--- src/rtl/rv_decode_pkg.sv ---
// Shared RV32 decode definitions: base opcodes, format codes and decoded-bundle sizing.
package rv_decode_pkg;

  localparam logic [6:0] OP_LUI    = 7'b0110111;
  localparam logic [6:0] OP_AUIPC  = 7'b0010111;
  localparam logic [6:0] OP_JAL    = 7'b1101111;
  localparam logic [6:0] OP_JALR   = 7'b1100111;
  localparam logic [6:0] OP_BRANCH = 7'b1100011;
  localparam logic [6:0] OP_LOAD   = 7'b0000011;
  localparam logic [6:0] OP_STORE  = 7'b0100011;
  localparam logic [6:0] OP_IMM    = 7'b0010011;
  localparam logic [6:0] OP_OP     = 7'b0110011;

  typedef enum logic [2:0] {
    FMT_R       = 3'd0,
    FMT_I       = 3'd1,
    FMT_S       = 3'd2,
    FMT_B       = 3'd3,
    FMT_U       = 3'd4,
    FMT_J       = 3'd5,
    FMT_ILLEGAL = 3'd7
  } fmt_e;

  localparam int unsigned INSTR_W = 32;

  // Bundle layout: {pc, instr, fmt, illegal, imm}
  function automatic int unsigned dec_w(input int unsigned xlen);
    return 2 * xlen + INSTR_W + 3 + 1;
  endfunction

endpackage

--- src/rtl/instr_decode_stage_imm_gen.sv ---
// Combinational RV32 format classifier and sign-extended immediate generator.
module imm_gen
  import rv_decode_pkg::*;
#(
  parameter int unsigned XLEN = 32
) (
  input  logic [31:0]     i_instr,
  output fmt_e            o_fmt,
  output logic            o_illegal,
  output logic [XLEN-1:0] o_imm
);

  logic [31:0] w_imm32;
  logic        w_s;

  assign w_s = i_instr[31];

  always_comb begin
    o_fmt     = FMT_ILLEGAL;
    o_illegal = 1'b1;
    w_imm32   = '0;
    if (i_instr[1:0] == 2'b11) begin
      case (i_instr[6:0])
        OP_LUI, OP_AUIPC: begin
          o_fmt     = FMT_U;
          o_illegal = 1'b0;
          w_imm32   = {i_instr[31:12], 12'b0};
        end
        OP_JAL: begin
          o_fmt     = FMT_J;
          o_illegal = 1'b0;
          w_imm32   = {{12{w_s}}, i_instr[19:12], i_instr[20], i_instr[30:21], 1'b0};
        end
        OP_JALR, OP_LOAD, OP_IMM: begin
          o_fmt     = FMT_I;
          o_illegal = 1'b0;
          w_imm32   = {{20{w_s}}, i_instr[31:20]};
        end
        OP_STORE: begin
          o_fmt     = FMT_S;
          o_illegal = 1'b0;
          w_imm32   = {{20{w_s}}, i_instr[31:25], i_instr[11:7]};
        end
        OP_BRANCH: begin
          o_fmt     = FMT_B;
          o_illegal = 1'b0;
          w_imm32   = {{19{w_s}}, i_instr[31], i_instr[7], i_instr[30:25], i_instr[11:8], 1'b0};
        end
        OP_OP: begin
          o_fmt     = FMT_R;
          o_illegal = 1'b0;
        end
        default: ;
      endcase
    end
  end

  // Widen the 32-bit immediate to XLEN, preserving sign
  assign o_imm = XLEN'($signed(w_imm32));

endmodule

--- src/rtl/instr_decode_stage.sv ---
// Registered RV32 decode stage: 2-entry skid buffer (main + skid slot), flush and
// a saturating count of output handshakes.
module instr_decode_stage
  import rv_decode_pkg::*;
#(
  parameter int unsigned XLEN  = 32,
  parameter int unsigned CNT_W = 16
) (
  input  logic             clk,
  input  logic             reset,
  input  logic             flush,
  input  logic             in_valid,
  output logic             in_ready,
  input  logic [31:0]      in_instr,
  input  logic [XLEN-1:0]  in_pc,
  output logic             out_valid,
  input  logic             out_ready,
  output logic [XLEN-1:0]  out_pc,
  output logic [6:0]       out_opcode,
  output logic [4:0]       out_rd,
  output logic [2:0]       out_funct3,
  output logic [4:0]       out_rs1,
  output logic [4:0]       out_rs2,
  output logic [6:0]       out_funct7,
  output logic [XLEN-1:0]  out_imm,
  output logic [2:0]       out_fmt,
  output logic             out_illegal,
  output logic [CNT_W-1:0] decoded_count
);

  localparam int unsigned DW = dec_w(XLEN);

  fmt_e            w_fmt;
  logic            w_illegal;
  logic [XLEN-1:0] w_imm;
  logic [DW-1:0]   w_dec;
  logic [31:0]     w_main_instr;
  logic            w_in_fire;
  logic            w_out_fire;
  logic            w_main_free;

  logic [DW-1:0]    r_main;
  logic [DW-1:0]    r_skid;
  logic             r_main_valid;
  logic             r_skid_valid;
  logic [CNT_W-1:0] r_count;

  imm_gen #(.XLEN(XLEN)) u_imm_gen (
    .i_instr   (in_instr),
    .o_fmt     (w_fmt),
    .o_illegal (w_illegal),
    .o_imm     (w_imm)
  );

  assign w_dec       = {in_pc, in_instr, w_fmt, w_illegal, w_imm};
  assign in_ready    = !reset && !r_skid_valid;
  assign w_in_fire   = in_valid && in_ready;
  assign w_out_fire  = r_main_valid && out_ready;
  assign w_main_free = !r_main_valid || out_ready;

  always_ff @(posedge clk) begin
    if (reset) begin
      r_main       <= '0;
      r_skid       <= '0;
      r_main_valid <= 1'b0;
      r_skid_valid <= 1'b0;
      r_count      <= '0;
    end else begin
      if (w_out_fire && (r_count != '1))
        r_count <= r_count + CNT_W'(1);
      if (flush) begin
        r_main_valid <= 1'b0;
        r_skid_valid <= 1'b0;
      end else if (w_main_free) begin
        // in_ready is low whenever skid holds data, so no new word competes here
        if (r_skid_valid) begin
          r_main       <= r_skid;
          r_main_valid <= 1'b1;
          r_skid_valid <= 1'b0;
        end else begin
          r_main_valid <= w_in_fire;
          if (w_in_fire)
            r_main <= w_dec;
        end
      end else if (w_in_fire) begin
        r_skid       <= w_dec;
        r_skid_valid <= 1'b1;
      end
    end
  end

  assign out_valid     = r_main_valid;
  assign out_imm       = r_main[XLEN-1:0];
  assign out_illegal   = r_main[XLEN];
  assign out_fmt       = r_main[XLEN+3:XLEN+1];
  assign w_main_instr  = r_main[XLEN+35:XLEN+4];
  assign out_pc        = r_main[DW-1:XLEN+36];
  assign out_opcode    = w_main_instr[6:0];
  assign out_rd        = w_main_instr[11:7];
  assign out_funct3    = w_main_instr[14:12];
  assign out_rs1       = w_main_instr[19:15];
  assign out_rs2       = w_main_instr[24:20];
  assign out_funct7    = w_main_instr[31:25];
  assign decoded_count = r_count;

endmodule
--- config.mk ---
export PLATFORM = sky130hd
export DESIGN_NAME = instr_decode_stage
export DESIGN_NICKNAME = d
export VERILOG_FILES = /design/src/rtl/rv_decode_pkg.sv /design/src/rtl/instr_decode_stage_imm_gen.sv /design/src/rtl/instr_decode_stage.sv
export SDC_FILE = /design/constraint.sdc
export NUM_CORES = 1
export LEC_CHECK = 0
export CAP_MARGIN = 20
export CORE_MARGIN = 2
export CORE_UTILIZATION = 51
export DETAILED_ROUTE_END_ITERATION = 8
export GPL_TIMING_DRIVEN = 0
export PLACE_DENSITY = 0.8
export REMOVE_ABC_BUFFERS = 1
export SLEW_MARGIN = 25
export SYNTH_ARGS = -nofsm -noshare
export SYNTH_HDL_FRONTEND = slang
export SYNTH_SLANG_ARGS = --single-unit
--- constraint.sdc ---
create_clock -name clk -period 2.59 [get_ports clk]
set_clock_uncertainty 0.2 [all_clocks]
set_input_delay 0.518 -clock clk [delete_from_list [all_inputs] [get_ports clk]]
set_output_delay 0.518 -clock clk [all_outputs]
set_load 0.1 [all_outputs]
==> results.toml, run 1 <==
[route]
wl_um = 24500
drt_first_pass_iters = 6
final_antenna_net_count = 0
dr_wl_met2_um = 11600
wl_per_cell_um = 17.2
vias = 8291
avgViaCountPerCell = 5.83
drt_iter0_drc = 611
drc = 0
wl_met1_um = 10900
wl_met3_um = 1590
top_layer_used = "met4"

[global_routing]
antenna_found_initial = 0
grt_overflow = 0
grt_pass1_wl_um = 38700
grt_pass1_vias = 7624
grt_max_degree = 117
grt.total_usage_pct = 24.9

[worst_setup_path]
path_max_fanout = 31
startpoint = "r_skid_valid$_SDFFE_PP0P_"
timing.rr.start = "out_valid$_SDFFE_PP0P_"
critPathSlowestCell = "dfxtp_4"
arrival_ns = 1.92
slowest_delay_ns = 0.55
rrSetupSlack_ns = 0.10
end_kind = "output port"
reg2reg_depth = 5
r2r_end = "r_skid[9]$_SDFFE_PP0P_"
crit_type = "reg -> out"
crit_end = "in_ready"
cp_top_family = "buffers and inverters"
critPathLaunchType = "flip-flop"
path_cells = "buf_12 > nor2_1 > clkdlybuf4s15_2"
cp_num_buf_inv = 2
required_ns = 1.87
cp.depth = 3

[sta]
rsz0062_at_grt = "yes"
max_freq_mhz = 379
finalHoldViolCount = 0
worstMarginPinSlew_ns = 1.02
period_minus_slack_ns = 2.64
setup_ws_ns = -0.0451
finalCritPeriodShare_pct = 102
finalSetupViolCount = 1
slew_viol_final = 0
slew-limit-headroom_pct = 32.0

[synthesis]
syn_avg_cell_area_um2 = 8.69
netlist-cell-type-count = 58
synth_edf_count = 0
synth_area_um2 = 9100
yosys_register_bits = 218
syn_inst = 1047
synth_flop_cell = "dfxtp_1"
ys.warnings.count = 0
synth-async-reset-ratio_pct = 0
ys_seq_area_share_pct = 48.0

[layout]
n_antenna_cell = 0
nets = 1251
final_cell_mix = "dfxtp_1 (217), nand2_1 (183), dlygate4sd2_1 (114)"
area_growth_syn_to_layout_pct = 29.6
drive_above_1_share_pct = 6.26
final_common_cell = "dfxtp_1"
finish.utilization_pct = 67.9

[cts]
path_clk_slew_ns = 0.06
clock_insertion_delay_worst_skew_ns = 0.49
cts_buffers = 23
cts_max_path_buffers = 3
cts.sinks = 218
cts-root-buf = "clkbuf_16"
cts_hold_buf = 0
cts_tree = "built"
htreeDepth = 1

[placed_design]
preCtsSetupSlack_ns = -0.849
dp_hpwl_um = 14700
portBuffers = 186
gp_congestion = 0.831

[pwr]
leakage_uw = 0.00435
swShare_pct = 28.6
clockPowerShare_pct = 40.2
pwr-share-seq_pct = 44.5
p_int_uw = 5600
comb_power_share_pct = 15.3
p_switching_uw = 2240
vdd_ir_drop_max_mv = 0.505
power_density_nw_per_um2 = 665

[die]
rows = 48
die_w_um = 138
ios = 187
initial_utilization_pct = 52.4
die_area_um2 = 18900
die_h_um = 138
core-area_um2 = 17400

[job]
maxCapViolations = 0

[min_path]
hold_class = "reg -> reg"

[status]
status = "complete, but fails checks"
violations = "setup timing"
## kinds of logic after synthesis
group                      share of synthesized area (%)
buffers and inverters                               4.54
adders and majority gates                          0.137
AOI/OAI and AO/OA                                   22.2
DFF                                                 48.0
muxes                                               7.40
and+or+nand+nor                                     17.8
## state kept, by name, indices dropped and copies added, names as in the netlist
register       flops
r_skid           100
r_main           100
out_valid          1
decoded_count     16
r_skid_valid       1
## metal layers
layer	global-route usage (%)	vias to the layer above
met5	0	-
met4	6.64	0
met3	5.11	37
met2	41.3	261
met1	33.0	3948
li1	-	4045
## tightest hold or removal path: stages, from the launching register on
cell	delay [ns]
dfxtp_1	0.31
nand2_1	0.05
a21oi_1	0.05
## stage by stage
stage / instances / hold slack (ns) / power (uW) / cell area (um^2) / setup TNS (ns)
CTS: 1420 / 0.255 / 7890 / 11700 / -0.163
global route: 1423 / 0.266 / 8100 / 11800 / -0.418
floorplan: 957 / 0.225 / 4370 / 8720 / -573.11
global placement: 1368 / 0.239 / 4790 / 10900 / -1715.06
detailed placement: 1376 / 0.246 / 4800 / 11100 / -60.43
finish: 1423 / 0.253 / 7840 / 11800 / -0.0451
## area by class of cell
cell class / count / area, um^2
clock inverters: 5 / 53.8
inverters: 9 / 33.8
clock buffers: 37 / 668
well taps: 225 / 282
repair buffers: 197 / 1960
flip-flops and latches: 218 / 4370
fillers: 1420 / 5570
multi-input cells: 732 / 4430
## worst min path at each step
stage	from	end	slack (ns)	depth (start not counted)
after floorplan	r_skid[33]$_SDFFE_PP0P_	r_skid[33]$_SDFFE_PP0P_	0.23	2
after global placement	r_skid[31]$_SDFFE_PP0P_	r_skid[31]$_SDFFE_PP0P_	0.24	2
after detailed placement	r_skid[57]$_SDFFE_PP0P_	r_skid[57]$_SDFFE_PP0P_	0.25	2
after global routing	r_skid[57]$_SDFFE_PP0P_	r_skid[57]$_SDFFE_PP0P_	0.27	2
final	r_skid[91]$_SDFFE_PP0P_	r_skid[91]$_SDFFE_PP0P_	0.25	2
after CTS	r_skid[57]$_SDFFE_PP0P_	r_skid[57]$_SDFFE_PP0P_	0.25	2
## timing repair
item                                    in CTS  in global routing
buffers inserted                             0                  3
pin swaps                                    1                  2
endpoints found under the setup margin     169                 45
gates cloned                                 2                  0
gates resized for setup                    127                 13
## power by group through the flow
stage	logic [uW]	registers [uW]	clock network [uW]
after CTS	1190	3490	3210
after global placement	1230	3560	0
final	1200	3490	3150
after global routing	1260	3490	3350
after floorplan	235	4130	0
after detailed placement	1230	3560	0
## cells in the mapped netlist (2+ instances only)
| cell type | number | area share [%] |
|---|---|---|
| nor4_1 | 3 | 0.21 |
| a311o_1 | 2 | 0.22 |
| nor3_1 | 12 | 0.66 |
| mux2i_1 | 65 | 7.1 |
| nand3_1 | 16 | 0.88 |
| buf_2 | 26 | 1.4 |
| dfxtp_1 | 218 | 48 |
| nor2_1 | 109 | 4.5 |
| nand4bb_1 | 2 | 0.25 |
| a211oi_1 | 88 | 7.3 |
| a31oi_1 | 3 | 0.21 |
| nand2b_1 | 3 | 0.21 |
| o21bai_1 | 3 | 0.25 |
| o211ai_1 | 3 | 0.25 |
| a311oi_1 | 2 | 0.19 |
| a32oi_1 | 8 | 0.77 |
| nor2b_1 | 7 | 0.48 |
| nand3b_1 | 4 | 0.33 |
| a21boi_0 | 4 | 0.33 |
| o311ai_0 | 2 | 0.19 |
| nand4_1 | 4 | 0.27 |
| o21ai_0 | 36 | 2.0 |
| or4_1 | 4 | 0.33 |
| mux2_2 | 2 | 0.25 |
| or3_1 | 4 | 0.27 |
| o41ai_2 | 4 | 0.71 |
| a21oi_1 | 89 | 4.9 |
| and4_1 | 3 | 0.29 |
| and2_1 | 2 | 0.14 |
| o31ai_1 | 2 | 0.16 |
| buf_1 | 3 | 0.12 |
| clkbuf_1 | 59 | 2.4 |
| a22o_1 | 7 | 0.67 |
| and3_1 | 5 | 0.34 |
| o41ai_1 | 4 | 0.38 |
| nand2_1 | 183 | 7.5 |
| a221oi_1 | 27 | 2.6 |
| inv_1 | 9 | 0.37 |
Note: power is estimated with default switching activity, not from simulation.
==> run 2, diff against run 1 <==
Settings changed: SLEW_MARGIN 25 to not set.
==> run 2 against run 1 <==
  * The run now ends clean
  * Sequential share of layout area decreased by 0.28 points
  * Worst setup slack improved by 0.087 ns
  * Cell count about the same
  * Sequential cell count unchanged
  * Cell area increased by 0.76%
  * Utilization increased by 0.52 points
  * Clock power increased by 3%
  * Highest routed layer unchanged
==> results.toml, run 2 (same netlist as run 1, synthesis figures left out) <==
[die]
die_h_um = 138
core-area_um2 = 17400
die_area_um2 = 18900
initial_utilization_pct = 52.4
die_w_um = 138
ios = 187
rows = 48

[sta]
period_minus_slack_ns = 2.55
finalHoldViolCount = 0
slew_viol_final = 0
finalSetupViolCount = 0
slew-limit-headroom_pct = 31.6
finalCritPeriodShare_pct = 98.4
max_freq_mhz = 392
fin_tns_setup_ns = 0
worstMarginPinSlew_ns = 1.03

[route]
drt_iter0_drc = 472
drt_first_pass_iters = 5
wl_um = 25300
vias = 8329
drc = 0
final_antenna_net_count = 0
avgViaCountPerCell = 5.85
wl_per_cell_um = 17.8

[min_path]
holdPathStages = 2
hold_class = "reg -> reg"

[worst_setup_path]
slowest_delay_ns = 0.89
critPathSlowestCell = "dlygate4sd2_1"
cp_top_family = "buffers and inverters"
path_cells = "dlygate4sd2_1"
cp.depth = 1
cp_num_buf_inv = 1
crit_type = "reg -> out"
critPathLaunchType = "flip-flop"
rrSetupSlack_ns = 0.15
required_ns = 1.87
arrival_ns = 1.83
reg2reg_depth = 6
end_kind = "output port"
path_max_fanout = 7

[global_routing]
grt_pass1_wl_um = 39600
grt_pass1_vias = 7711
antenna_found_initial = 0
grt_max_degree = 117
grt.total_usage_pct = 25.9
grt_overflow = 0

[cts]
htreeDepth = 1
cts.sinks = 218
clock_insertion_delay_worst_skew_ns = 0.51
path_clk_slew_ns = 0.06
cts-root-buf = "clkbuf_16"
cts_tree = "built"
cts_buffers = 23
cts_max_path_buffers = 3
cts_hold_buf = 0

[placed_design]
portBuffers = 186
dp_hpwl_um = 14700
gp_congestion = 0.831

[layout]
drive_above_1_share_pct = 7.01
final_cell_mix = "dfxtp_1 (217), nand2_1 (183), dlygate4sd2_1 (113)"
fillers = 1421
n_antenna_cell = 0
finish.utilization_pct = 68.5
final_common_cell = "dfxtp_1"
nets = 1254
area_growth_syn_to_layout_pct = 30.6

[job]
maxCapViolations = 0

[pwr]
p_total_uw = 7950
vdd_ir_drop_max_mv = 0.569
power_density_nw_per_um2 = 670
leakage_uw = 0.00440

[status]
status = "finished, final reports clean"
[run 2: routing by layer]
metal	share of wire, %	vias up	global-route usage, %
li1	-	4047	-
met1	43	4019	33.1
met2	49	229	44.8
met3	6.2	34	5.52
met4	1.5	0	5.73
met5	0	-	0
[run 2: layout make-up]
cell class / count / area, um^2 / area share [%]
inverters: 9 / 33.8 / 0.284
well taps: 225 / 282 / 2.37
multi-input cells: 733 / 4450 / 37.5
repair buffers: 199 / 1990 / 16.8
flip-flops and latches: 218 / 4370 / 36.8
clock inverters: 4 / 60.1 / 0.505
clock buffers: 36 / 694 / 5.84
[run 2: power breakdown]
group / internal (uW) / switching (uW) / leakage, uW
logic: 297 / 914 / 0.00226
registers: 3440 / 43.8 / 0.00177
clock network: 1940 / 1320 / 0.000373
total: 5680 / 2270 / 0.00440
[run 2: what timing repair did]
item	in CTS	in global routing
setup endpoints to repair	224	46
resized for setup	132	16
buffers inserted	2	3
gates cloned	3	1
pin swaps	2	1
[run 2: worst paths after layout]
check	from	end
setup / recovery	decoded_count[7]$_SDFFE_PP0P_	decoded_count[7]
setup reg to reg	r_skid_valid$_SDFFE_PP0P_	r_skid[30]$_SDFFE_PP0P_
hold reg to reg	r_skid[91]$_SDFFE_PP0P_	r_skid[91]$_SDFFE_PP0P_
hold / removal	r_skid[91]$_SDFFE_PP0P_	r_skid[91]$_SDFFE_PP0P_
[run 2: per-stage QoR]
stage / instance area [um^2] / hold WS (ns) / setup WS [ns] / std cells
3_3_place_gp: 10900 / 0.239 / -9.13 / 1368
5_1_grt: 11900 / 0.266 / -0.0343 / 1424
3_5_place_dp: 11100 / 0.246 / -0.846 / 1375
6_report: 11900 / 0.253 / 0.0420 / 1424
2_1_floorplan: 8720 / 0.225 / -3.60 / 957
4_1_cts: 11800 / 0.253 / 0.00434 / 1420
==> run 3, diff against run 2 <==
Settings changed: CORE_UTILIZATION 51 to 46, PLACE_DENSITY 0.8 to 0.76.
Clock period 2.59 ns to 2.3 ns, I/O delays scaled along.
==> run 3 against run 2 <==
  * Clock power is 6.4% higher
  * Highest routed layer unchanged
  * Largest power group unchanged
  * Global-route usage fell by 1.3 points
  * Hold slack got worse by 0.054 ns
==> results.toml, run 3 (same netlist as run 1, synthesis figures left out) <==
[status]
status = "finished, final reports clean"

[cts]
cts.sinks = 218
clock_insertion_delay_worst_skew_ns = 0.51
cts_buffers = 23
htreeDepth = 1
cts_tree = "built"
cts_hold_buf = 0
cts-root-buf = "clkbuf_16"
cts_max_path_buffers = 3
path_clk_slew_ns = 0.06

[route]
vias = 8292
drc = 0
wl_um = 26300
wl_per_cell_um = 17.9
final_antenna_net_count = 0
avgViaCountPerCell = 5.64
drt_iter0_drc = 634
drt_first_pass_iters = 5

[pwr]
vdd_ir_drop_max_mv = 0.502
p_switching_uw = 2570
pwr-share-seq_pct = 44.6
p_int_uw = 6230
p_total_uw = 8800
power_density_nw_per_um2 = 718
leakage_uw = 0.00396
clockPowerShare_pct = 39.4
swShare_pct = 29.2
comb_power_share_pct = 16.0

[sta]
finalHoldViolCount = 0
max_freq_mhz = 450
worstMarginPinSlew_ns = 0.971
fin_tns_setup_ns = 0
slew-limit-headroom_pct = 35.2
slew_viol_final = 0
finalSetupViolCount = 0
period_minus_slack_ns = 2.22
rsz0062_at_grt = "yes"
finalCritPeriodShare_pct = 96.5

[min_path]
hold_class = "in -> reg"
worstHoldStart = "reset"

[global_routing]
grt_pass1_vias = 7806
grt.total_usage_pct = 24.5
grt_max_degree = 110
grt_pass1_wl_um = 41200
grt_overflow = 0
antenna_found_initial = 0

[worst_setup_path]
required_ns = 2.50
end_kind = "flip-flop"
timing.rr.start = "out_valid$_SDFFE_PP0P_"
rrSetupSlack_ns = 0.08
crit_type = "in -> reg"
critPathLaunchType = "input port"
r2r_end = "r_skid[10]$_SDFFE_PP0P_"
crit_end = "r_skid[10]$_SDFFE_PP0P_"
startpoint = "out_ready"
path_max_fanout = 58
arrival_ns = 2.42
reg2reg_depth = 5

[die]
die_w_um = 145
core-area_um2 = 19500
ios = 187
initial_utilization_pct = 46.8
die_area_um2 = 20900
die_h_um = 145
rows = 51

[layout]
drive_above_1_share_pct = 17.1
fin_cells = 1470
n_antenna_cell = 0
nets = 1261
finish.utilization_pct = 63.0
final_common_cell = "dfxtp_1"
final_cell_mix = "dfxtp_1 (217), nand2_1 (183), clkdlybuf4s15_2 (117)"
area_growth_syn_to_layout_pct = 34.7

[placed_design]
portBuffers = 186
dp_hpwl_um = 14800
gp_congestion = 0.839
place_inst = 1414

[job]
maxCapViolations = 0
-- run 3: layout make-up --
| cell class | count | area (um^2) |
|---|---|---|
| fillers | 1667 | 7200 |
| multi-input cells | 734 | 4490 |
| flip-flops and latches | 218 | 4370 |
| repair buffers | 205 | 2350 |
| clock buffers | 31 | 616 |
| well taps | 265 | 332 |
| clock inverters | 8 | 68.8 |
| inverters | 9 | 33.8 |
-- run 3: power by group through the flow --
stage,clock (uW),combinational [uW],sequential [uW]
6_report,3470,1410,3930
5_1_grt,3690,1470,3940
4_1_cts,3530,1400,3930
3_5_place_dp,0,1390,4010
3_3_place_gp,0,1390,4010
2_1_floorplan,0,265,4650
-- run 3: stage by stage --
step | setup WS, ns | hold WS [ns] | instance area, um^2
3_3_place_gp | -9.54 | 0.238 | 10900
2_1_floorplan | -3.89 | 0.225 | 8720
5_1_grt | -0.0161 | 0.192 | 12300
4_1_cts | 0.000606 | 0.169 | 12200
3_5_place_dp | -1.02 | 0.246 | 11100
6_report | 0.0798 | 0.200 | 12300
-- run 3: worst min path at each step --
stage	endpoint	slack [ns]	depth (start not counted)
after floorplan	r_skid[33]$_SDFFE_PP0P_	0.23	2
after global placement	r_skid[31]$_SDFFE_PP0P_	0.24	2
after detailed placement	r_skid[31]$_SDFFE_PP0P_	0.25	2
after CTS	r_skid[59]$_SDFFE_PP0P_	0.17	2
after global routing	r_skid[63]$_SDFFE_PP0P_	0.19	2
final	decoded_count[6]$_SDFFE_PP0P_	0.20	2
-- run 3: critical path, stage by stage --
cell and delay [ns]:
clkdlybuf4s50_1 0.51, nor2b_2 0.40, and3_4 0.30, buf_16 0.26, nor2_1 0.18, a22o_1 0.28
-- run 3: metal layers --
metal  up-vias  part of all wire [%]  global-route usage [%]
li1       4062                     -                       -
met1      3968                    45                    32.2
met2       221                    47                    41.2
met3        41                   5.9                    4.80
met4         0                   2.3                    7.31
met5         -                     0                       0
-- run 3: repair_timing --
| action | in CTS | in global routing |
|---|---|---|
| endpoints found under the setup margin | 314 | 80 |
| gates resized for setup | 378 | 7 |
| endpoints found under the hold margin | 0 | 0 |
| gates cloned | 5 | 0 |
| pin swaps | 2 | 1 |
| setup buffers | 8 | 4 |
